### config.mk
export PLATFORM = sky130hd
export DESIGN_NAME = ram_port_arbiter
export DESIGN_NICKNAME = d
export VERILOG_FILES = /design/src/rtl/ram_port_arbiter.sv
export SDC_FILE = /design/constraint.sdc
export NUM_CORES = 2
export LEC_CHECK = 0
export CAP_MARGIN = 25
export CORE_AREA = 3 3 650 652
export CTS_CLUSTER_DIAMETER = 50
export DETAILED_ROUTE_END_ITERATION = 12
export DIE_AREA = 0 0 653 655
export PLACE_DENSITY = 0.33
export SKIP_LAST_GASP = 1
export SYNTH_ARGS = -nofsm -noshare
export SYNTH_HDL_FRONTEND = slang
export SYNTH_SLANG_ARGS = --single-unit
### constraint.sdc
create_clock -name clk -period 4.9 [get_ports clk]
set_clock_uncertainty 0.2 [all_clocks]
set_input_delay 0.735 -clock clk [delete_from_list [all_inputs] [get_ports clk]]
set_output_delay 0.735 -clock clk [all_outputs]
set_load 0.01 [all_outputs]
### src/rtl/ram_port_arbiter.sv
// Arbitrates the external RAM controller command port between camera write, VGA read,
// HDR read and HDR write requesters; routes in-order read returns via a tag FIFO.

module ram_req_slot #(
  parameter int ADDR_W = 25,
  parameter int DATA_W = 256
) (
  input  logic              clk,
  input  logic              rst_n,
  input  logic              req,
  input  logic [ADDR_W-1:0] address,
  input  logic [DATA_W-1:0] data,
  input  logic              clear,
  output logic              pending,
  output logic [ADDR_W-1:0] slot_address,
  output logic [DATA_W-1:0] slot_data,
  output logic              drop
);
  // A pulse into an occupied slot is lost, even in the cycle it is being cleared.
  assign drop = req && pending;

  always_ff @(posedge clk) begin
    if (!rst_n) begin
      pending      <= 1'b0;
      slot_address <= '0;
      slot_data    <= '0;
    end else begin
      if (clear) pending <= 1'b0;
      if (req && !pending) begin
        pending      <= 1'b1;
        slot_address <= address;
        slot_data    <= data;
      end
    end
  end
endmodule

module ram_port_arbiter #(
  parameter int ADDR_W     = 25,
  parameter int DATA_W     = 256,
  parameter int TAG_DEPTH  = 8,
  parameter int STARVE_MAX = 16
) (
  input  logic              clk,
  input  logic              rst_n,
  input  logic              cam_wr_req,
  input  logic [ADDR_W-1:0] cam_wr_address,
  input  logic [DATA_W-1:0] cam_wr_data,
  output logic              cam_busy,
  input  logic              vga_rd_req,
  input  logic [ADDR_W-1:0] vga_rd_address,
  output logic              vga_busy,
  output logic [DATA_W-1:0] vga_rd_data,
  output logic              vga_rd_valid,
  input  logic              hdr_rd_req,
  input  logic [ADDR_W-1:0] hdr_rd_address,
  output logic              hdr_rd_busy,
  output logic [DATA_W-1:0] hdr_rd_data,
  output logic              hdr_rd_valid,
  input  logic              hdr_wr_req,
  input  logic [ADDR_W-1:0] hdr_wr_address,
  input  logic [DATA_W-1:0] hdr_wr_data,
  output logic              hdr_wr_busy,
  output logic              mem_cmd_valid,
  output logic              mem_cmd_we,
  output logic [ADDR_W-1:0] mem_cmd_address,
  output logic [DATA_W-1:0] mem_wr_data,
  input  logic              mem_cmd_ready,
  input  logic [DATA_W-1:0] mem_rd_data,
  input  logic              mem_rd_valid,
  output logic [1:0]        arb_error
);
  localparam int NUM_REQ = 4;
  localparam int PTR_W   = $clog2(TAG_DEPTH);
  localparam int SW      = $clog2(STARVE_MAX + 1);
  localparam logic [SW-1:0] STARVE_LIM = SW'(STARVE_MAX);
  localparam logic [1:0] CAM = 2'd0, VGA = 2'd1, HRD = 2'd2, HWR = 2'd3;
  localparam logic [NUM_REQ-1:0] IS_WR = 4'b1001;

  typedef enum logic {IDLE, ISSUE} state_t;

  typedef struct packed {
    logic              we;
    logic [ADDR_W-1:0] address;
    logic [DATA_W-1:0] data;
  } cmd_t;

  state_t state;
  logic [1:0]    win;
  logic [SW-1:0] starve_cnt;

  logic [NUM_REQ-1:0]             req, pending, drop, clear, elig;
  logic [NUM_REQ-1:0][ADDR_W-1:0] req_addr, slot_addr;
  logic [NUM_REQ-1:0][DATA_W-1:0] req_data, slot_data;

  logic [TAG_DEPTH-1:0] tag_mem;
  logic [PTR_W-1:0]     wr_ptr, rd_ptr;
  logic [PTR_W:0]       tag_cnt;
  logic tag_full, tag_empty, push, pop, accept, starved, grant_any;
  logic [1:0] grant_idx;
  cmd_t grant_cmd;

  assign req      = {hdr_wr_req, hdr_rd_req, vga_rd_req, cam_wr_req};
  assign req_addr = {hdr_wr_address, hdr_rd_address, vga_rd_address, cam_wr_address};
  assign req_data = {hdr_wr_data, {DATA_W{1'b0}}, {DATA_W{1'b0}}, cam_wr_data};

  generate
    for (genvar i = 0; i < NUM_REQ; i++) begin : g_slot
      ram_req_slot #(.ADDR_W(ADDR_W), .DATA_W(DATA_W)) u_slot (
        .clk          (clk),
        .rst_n        (rst_n),
        .req          (req[i]),
        .address      (req_addr[i]),
        .data         (req_data[i]),
        .clear        (clear[i]),
        .pending      (pending[i]),
        .slot_address (slot_addr[i]),
        .slot_data    (slot_data[i]),
        .drop         (drop[i])
      );
    end
  endgenerate

  assign cam_busy    = pending[CAM];
  assign vga_busy    = pending[VGA];
  assign hdr_rd_busy = pending[HRD];
  assign hdr_wr_busy = pending[HWR];

  // Depth is a power of two, so the count MSB alone marks full.
  assign tag_full  = tag_cnt[PTR_W];
  assign tag_empty = (tag_cnt == '0);

  assign accept = (state == ISSUE) && mem_cmd_valid && mem_cmd_ready;
  assign clear  = accept ? (NUM_REQ'(1) << win) : '0;
  assign push   = accept && !mem_cmd_we;
  assign pop    = mem_rd_valid && !tag_empty;

  always_comb begin
    elig      = pending & (IS_WR | {NUM_REQ{~tag_full}});
    starved   = pending[HWR] && (starve_cnt >= STARVE_LIM);
    grant_any = |elig;
    grant_idx = CAM;
    if (starved)        grant_idx = HWR;
    else if (elig[CAM]) grant_idx = CAM;
    else if (elig[VGA]) grant_idx = VGA;
    else if (elig[HRD]) grant_idx = HRD;
    else                grant_idx = HWR;
    grant_cmd.we      = IS_WR[grant_idx];
    grant_cmd.address = slot_addr[grant_idx];
    grant_cmd.data    = slot_data[grant_idx];
  end

  always_ff @(posedge clk) begin
    if (!rst_n) begin
      state           <= IDLE;
      win             <= CAM;
      starve_cnt      <= '0;
      mem_cmd_valid   <= 1'b0;
      mem_cmd_we      <= 1'b0;
      mem_cmd_address <= '0;
      mem_wr_data     <= '0;
    end else begin
      case (state)
        IDLE: if (grant_any) begin
          mem_cmd_valid   <= 1'b1;
          mem_cmd_we      <= grant_cmd.we;
          mem_cmd_address <= grant_cmd.address;
          mem_wr_data     <= grant_cmd.data;
          win             <= grant_idx;
          state           <= ISSUE;
        end
        ISSUE: if (accept) begin
          mem_cmd_valid <= 1'b0;
          state         <= IDLE;
        end
        default: state <= IDLE;
      endcase
      // Counts grants that hdr_wr loses while it waits.
      if (!pending[HWR])
        starve_cnt <= '0;
      else if (state == IDLE && grant_any)
        starve_cnt <= (grant_idx == HWR) ? '0 : starve_cnt + 1'b1;
    end
  end

  always_ff @(posedge clk) begin
    if (!rst_n) begin
      tag_mem      <= '0;
      wr_ptr       <= '0;
      rd_ptr       <= '0;
      tag_cnt      <= '0;
      vga_rd_valid <= 1'b0;
      hdr_rd_valid <= 1'b0;
      vga_rd_data  <= '0;
      hdr_rd_data  <= '0;
      arb_error    <= '0;
    end else begin
      if (push) begin
        tag_mem[wr_ptr] <= (win == HRD);
        wr_ptr          <= wr_ptr + 1'b1;
      end
      if (pop) rd_ptr <= rd_ptr + 1'b1;
      case ({push, pop})
        2'b10:   tag_cnt <= tag_cnt + 1'b1;
        2'b01:   tag_cnt <= tag_cnt - 1'b1;
        default: tag_cnt <= tag_cnt;
      endcase
      vga_rd_valid <= pop && !tag_mem[rd_ptr];
      hdr_rd_valid <= pop &&  tag_mem[rd_ptr];
      if (pop && !tag_mem[rd_ptr]) vga_rd_data <= mem_rd_data;
      if (pop &&  tag_mem[rd_ptr]) hdr_rd_data <= mem_rd_data;
      arb_error <= arb_error | {mem_rd_valid && tag_empty, |drop};
    end
  end
endmodule

==> out/results.tsv <==
stage	metric	value	unit
timing	timing.slew.headroom	35.0	%
critical_path	cp_num_buf_inv	1	
global_routing	grt_use_total	14.5	%
critical_path	critPathCaptureType	output pin	
pwr	p_leak	31.4	nW
cts	cts_tree	built	
detailed_routing	firstDrtPassIters	8	
detailed_routing	wl	327000	um
cts	cts_buffers	278	
critical_path	path_cells	clkdlybuf4s50_1	
timing	setup_viol	0	
yosys	syn_area_per_cell	8.68	um^2
floorplan	io_pins	1679	
yosys	yosysWarnings	0	
global_routing	grt_pass1_wl	437000	um
critical_path	crit_family	flip-flops	
critical_path	reg2reg_depth	6	
placed_design	place_congestion	0.826	
critical_path	cp_data_arrival_time	2.37	ns
cts	cts_max_level	5	
outcome	outcome	completed	
critical_path	cp-startpoint	g_slot[0].u_slot.pending	
pwr	ir_drop	0.218	mV
timing	finalCritPeriodShare	67.5	%
critical_path	cp-endpoint	cam_busy	
timing	timing.final.crit_period	3.31	ns
critical_path	cp_max_fo	11	
critical_path	r2r-end	mem_wr_data[123]	
yosys	synthFlopType	dfxtp_1	
floorplan	die_area	428000	um^2
yosys	yosysMostFrequentCell	nand2_1	
yosys	synth_compound_area_share	13.2	%
placed_design	port_buffers	1678	
cts	ctsLongestPathBuffers	4	
timing	rsz0062_at_grt	false	
yosys	synth.mux.area_fraction	9.84	%
layout	final_util	20.7	%
placed_design	dpl.cell_count	12900	
cts	clk_pin_slew	0.05	ns
critical_path	r2r_start	g_slot[0].u_slot.pending	
yosys	synth_top_area_share	54.0	%
cts	cts-resized-gates	0	
layout	drive_gt1_share	7.91	%
floorplan	die-width	653	um
yosys	synth_fa_ha_area_share	0.164	%
yosys	syn_inst	6158	
cts	cts_setup_buffers	0	
floorplan	rows	237	
yosys	synth_xor_area_share	0.164	%
detailed_routing	detail_route.vias_per_cell	3.78	
detailed_routing	drc	0	
global_routing	grt_overflow	0	
cts	cts_root_buf	clkbuf_16	
detailed_routing	drt_iter0_markers	2919	
critical_path	cp-start-kind	flop	
critical_path	cp_slowest_cell	dfxtp_1	
critical_path	crit_cells	1	
layout	syn_to_final_growth	61.6	%
detailed_routing	num_vias	51100	
cts	holdBufCountCts	0	
timing	hold_viol_final	0	
timing	slew_viol_final	0	
detailed_routing	detail_route.wl_per_cell	24.2	um
pwr	power_density	451	nW/um^2
placed_design	hpwl	247000	um
detailed_routing	antenna_left	0	
critical_path	slowest_delay	0.81	ns
floorplan	core_area	417000	um^2
global_routing	grt_max_degree	161	
yosys	post-synth-top-area-cell	dfxtp_1	
yosys	synth.area.top_cells	dfxtp_1 (54%), nand2_1 (14%), mux2i_1 (9.8%), a21oi_1 (8.2%), a22oi_1 (3.5%)	
global_routing	grt_pass1_vias	51700	
timing	tightestPinTransition	0.974	ns
critical_path	cp.required	3.96	ns
min_path	hp-class	in2reg	
min_path	hp-start	rst_n	
critical_path	critical_path_class	reg2out	
yosys	async_flop_share	0	%
layout	fin_cells	13500	
job	maxCapViolCount	0	
yosys	synth_top_family_by_area	simple AND/OR/NAND/NOR gates	
yosys	synth_commonest_cells	nand2_1 (2,009), dfxtp_1 (1,441), a21oi_1 (873)	
timing	worst_hold_slack	0.0840	ns
yosys	synth_edf_count	0	
critical_path	r2r_slack	1.71	ns
global_routing	antenna_found_initial	120	
timing	finalSetupTns	0	ns
timing	clock.fmax	302	MHz
cts	numClockSinks	1441	
floorplan	start_util	12.8	%
yosys	synth_nets	7041	
yosys	ys_seq_elements	1441	
yosys	synth_seq_area_share	54.0	%
yosys	ys_types	53	
layout	finalNetCount	8611	
floorplan	fp.dieH	655	um
yosys	yosys.area_share.simple	17.9	%
yosys	syn_area	53500	um^2
cts	clk_latency	0.89	ns
[routing by layer]
metal  up-vias  GRT usage, %  share of wire [%]
met5         -             0               0.12
met3       549          4.22                7.0
met2      1717          27.1                 53
met1     24800          15.3                 37
li1      24000             -                  -
met4        54          5.09                3.5
[where the power goes]
part / total, mW / internal (mW) / switching, mW
Sequential: 13.0 / 12.5 / 0.488
Combinational: 5.55 / 2.32 / 3.23
Clock: 20.4 / 13.2 / 7.19
[state kept, by name, indices dropped and copies added, names as in the netlist, 2 cells and up]
| signal | cells |
|---|---|
| starve_cnt | 5 |
| rd_ptr | 3 |
| g_slot.u_slot.slot_address | 100 |
| arb_error | 2 |
| mem_cmd_address | 25 |
| win | 2 |
| hdr_rd_data | 256 |
| g_slot.u_slot.pending | 4 |
| tag_mem | 8 |
| mem_wr_data | 256 |
| vga_rd_data | 256 |
| tag_cnt | 4 |
| wr_ptr | 3 |
| g_slot.u_slot.slot_data | 512 |
[cell families (layout without fill, tap and decap cells)]
| logic type | Yosys count | count (layout) |
|---|---|---|
| flops | 1441 | 1441 |
| fa+ha+maj | 7 | 7 |
| mux | 525 | 525 |
| simple gates | 2409 | 2409 |
| buf+inv | 527 | 2322 |
| other cells | 0 | 56 |
| compound gates | 1239 | 1239 |
| xor+xnor | 10 | 10 |
[worst min-delay path by stage]
stage | endpoint | slack [ns] | cells after the start
2_1_floorplan | g_slot[1].u_slot.slot_address[0] | 0.23 | 2
4_1_cts | vga_rd_data[221] | 0.01 | 3
5_1_grt | hdr_rd_data[241] | 0.05 | 3
3_5_place_dp | g_slot[1].u_slot.slot_address[0] | 0.24 | 2
6_report | vga_rd_data[221] | 0.08 | 3
3_3_place_gp | g_slot[3].u_slot.slot_data[204] | 0.24 | 2
[through the flow]
stage | area, um^2 | setup slack (ns) | power, mW
after floorplan | 53500 | 2.28 | 15.5
after CTS | 86200 | 1.36 | 39.8
after global routing | 86300 | 1.42 | 40.5
after detailed placement | 76400 | 1.39 | 19.0
after global placement | 76400 | 1.25 | 19.0
final | 86400 | 1.59 | 38.9
[cell usage in the layout (no fill, tap or decap), drive strengths merged, types with 2 or more instances in the layout]
| master | n |
|---|---|
| a21boi | 2 |
| a21oi | 873 |
| a221oi | 9 |
| a22oi | 247 |
| a31oi | 5 |
| and2 | 2 |
| buf | 133 |
| bufinv | 37 |
| clkbuf | 351 |
| clkdlybuf4s50 | 1677 |
| clkinv | 69 |
| clkinvlp | 23 |
| dfxtp | 1441 |
| diode | 56 |
| ha | 7 |
| inv | 32 |
| mux2i | 524 |
| nand2 | 2009 |
| nand2b | 3 |
| nand3 | 277 |
| nand3b | 2 |
| nand4 | 2 |
| nand4b | 4 |
| nor2 | 64 |
| nor2b | 32 |
| nor3 | 3 |
| nor4 | 2 |
| nor4b | 3 |
| o21ai | 68 |
| o31ai | 2 |
| o41ai | 25 |
| or3 | 2 |
| xnor2 | 5 |
| xor2 | 5 |
[cell type report]
type | instances | area, um^2
repair buffers | 1810 | 18500
flip-flops and latches | 1441 | 28800
inverters | 7 | 33.8
clock buffers | 351 | 7680
multi-input cells | 4190 | 22100
clock inverters | 154 | 2200
well taps | 5497 | 6880
diodes | 56 | 140
fillers | 46100 | 331000
Note: power is estimated with default switching activity, not from simulation.
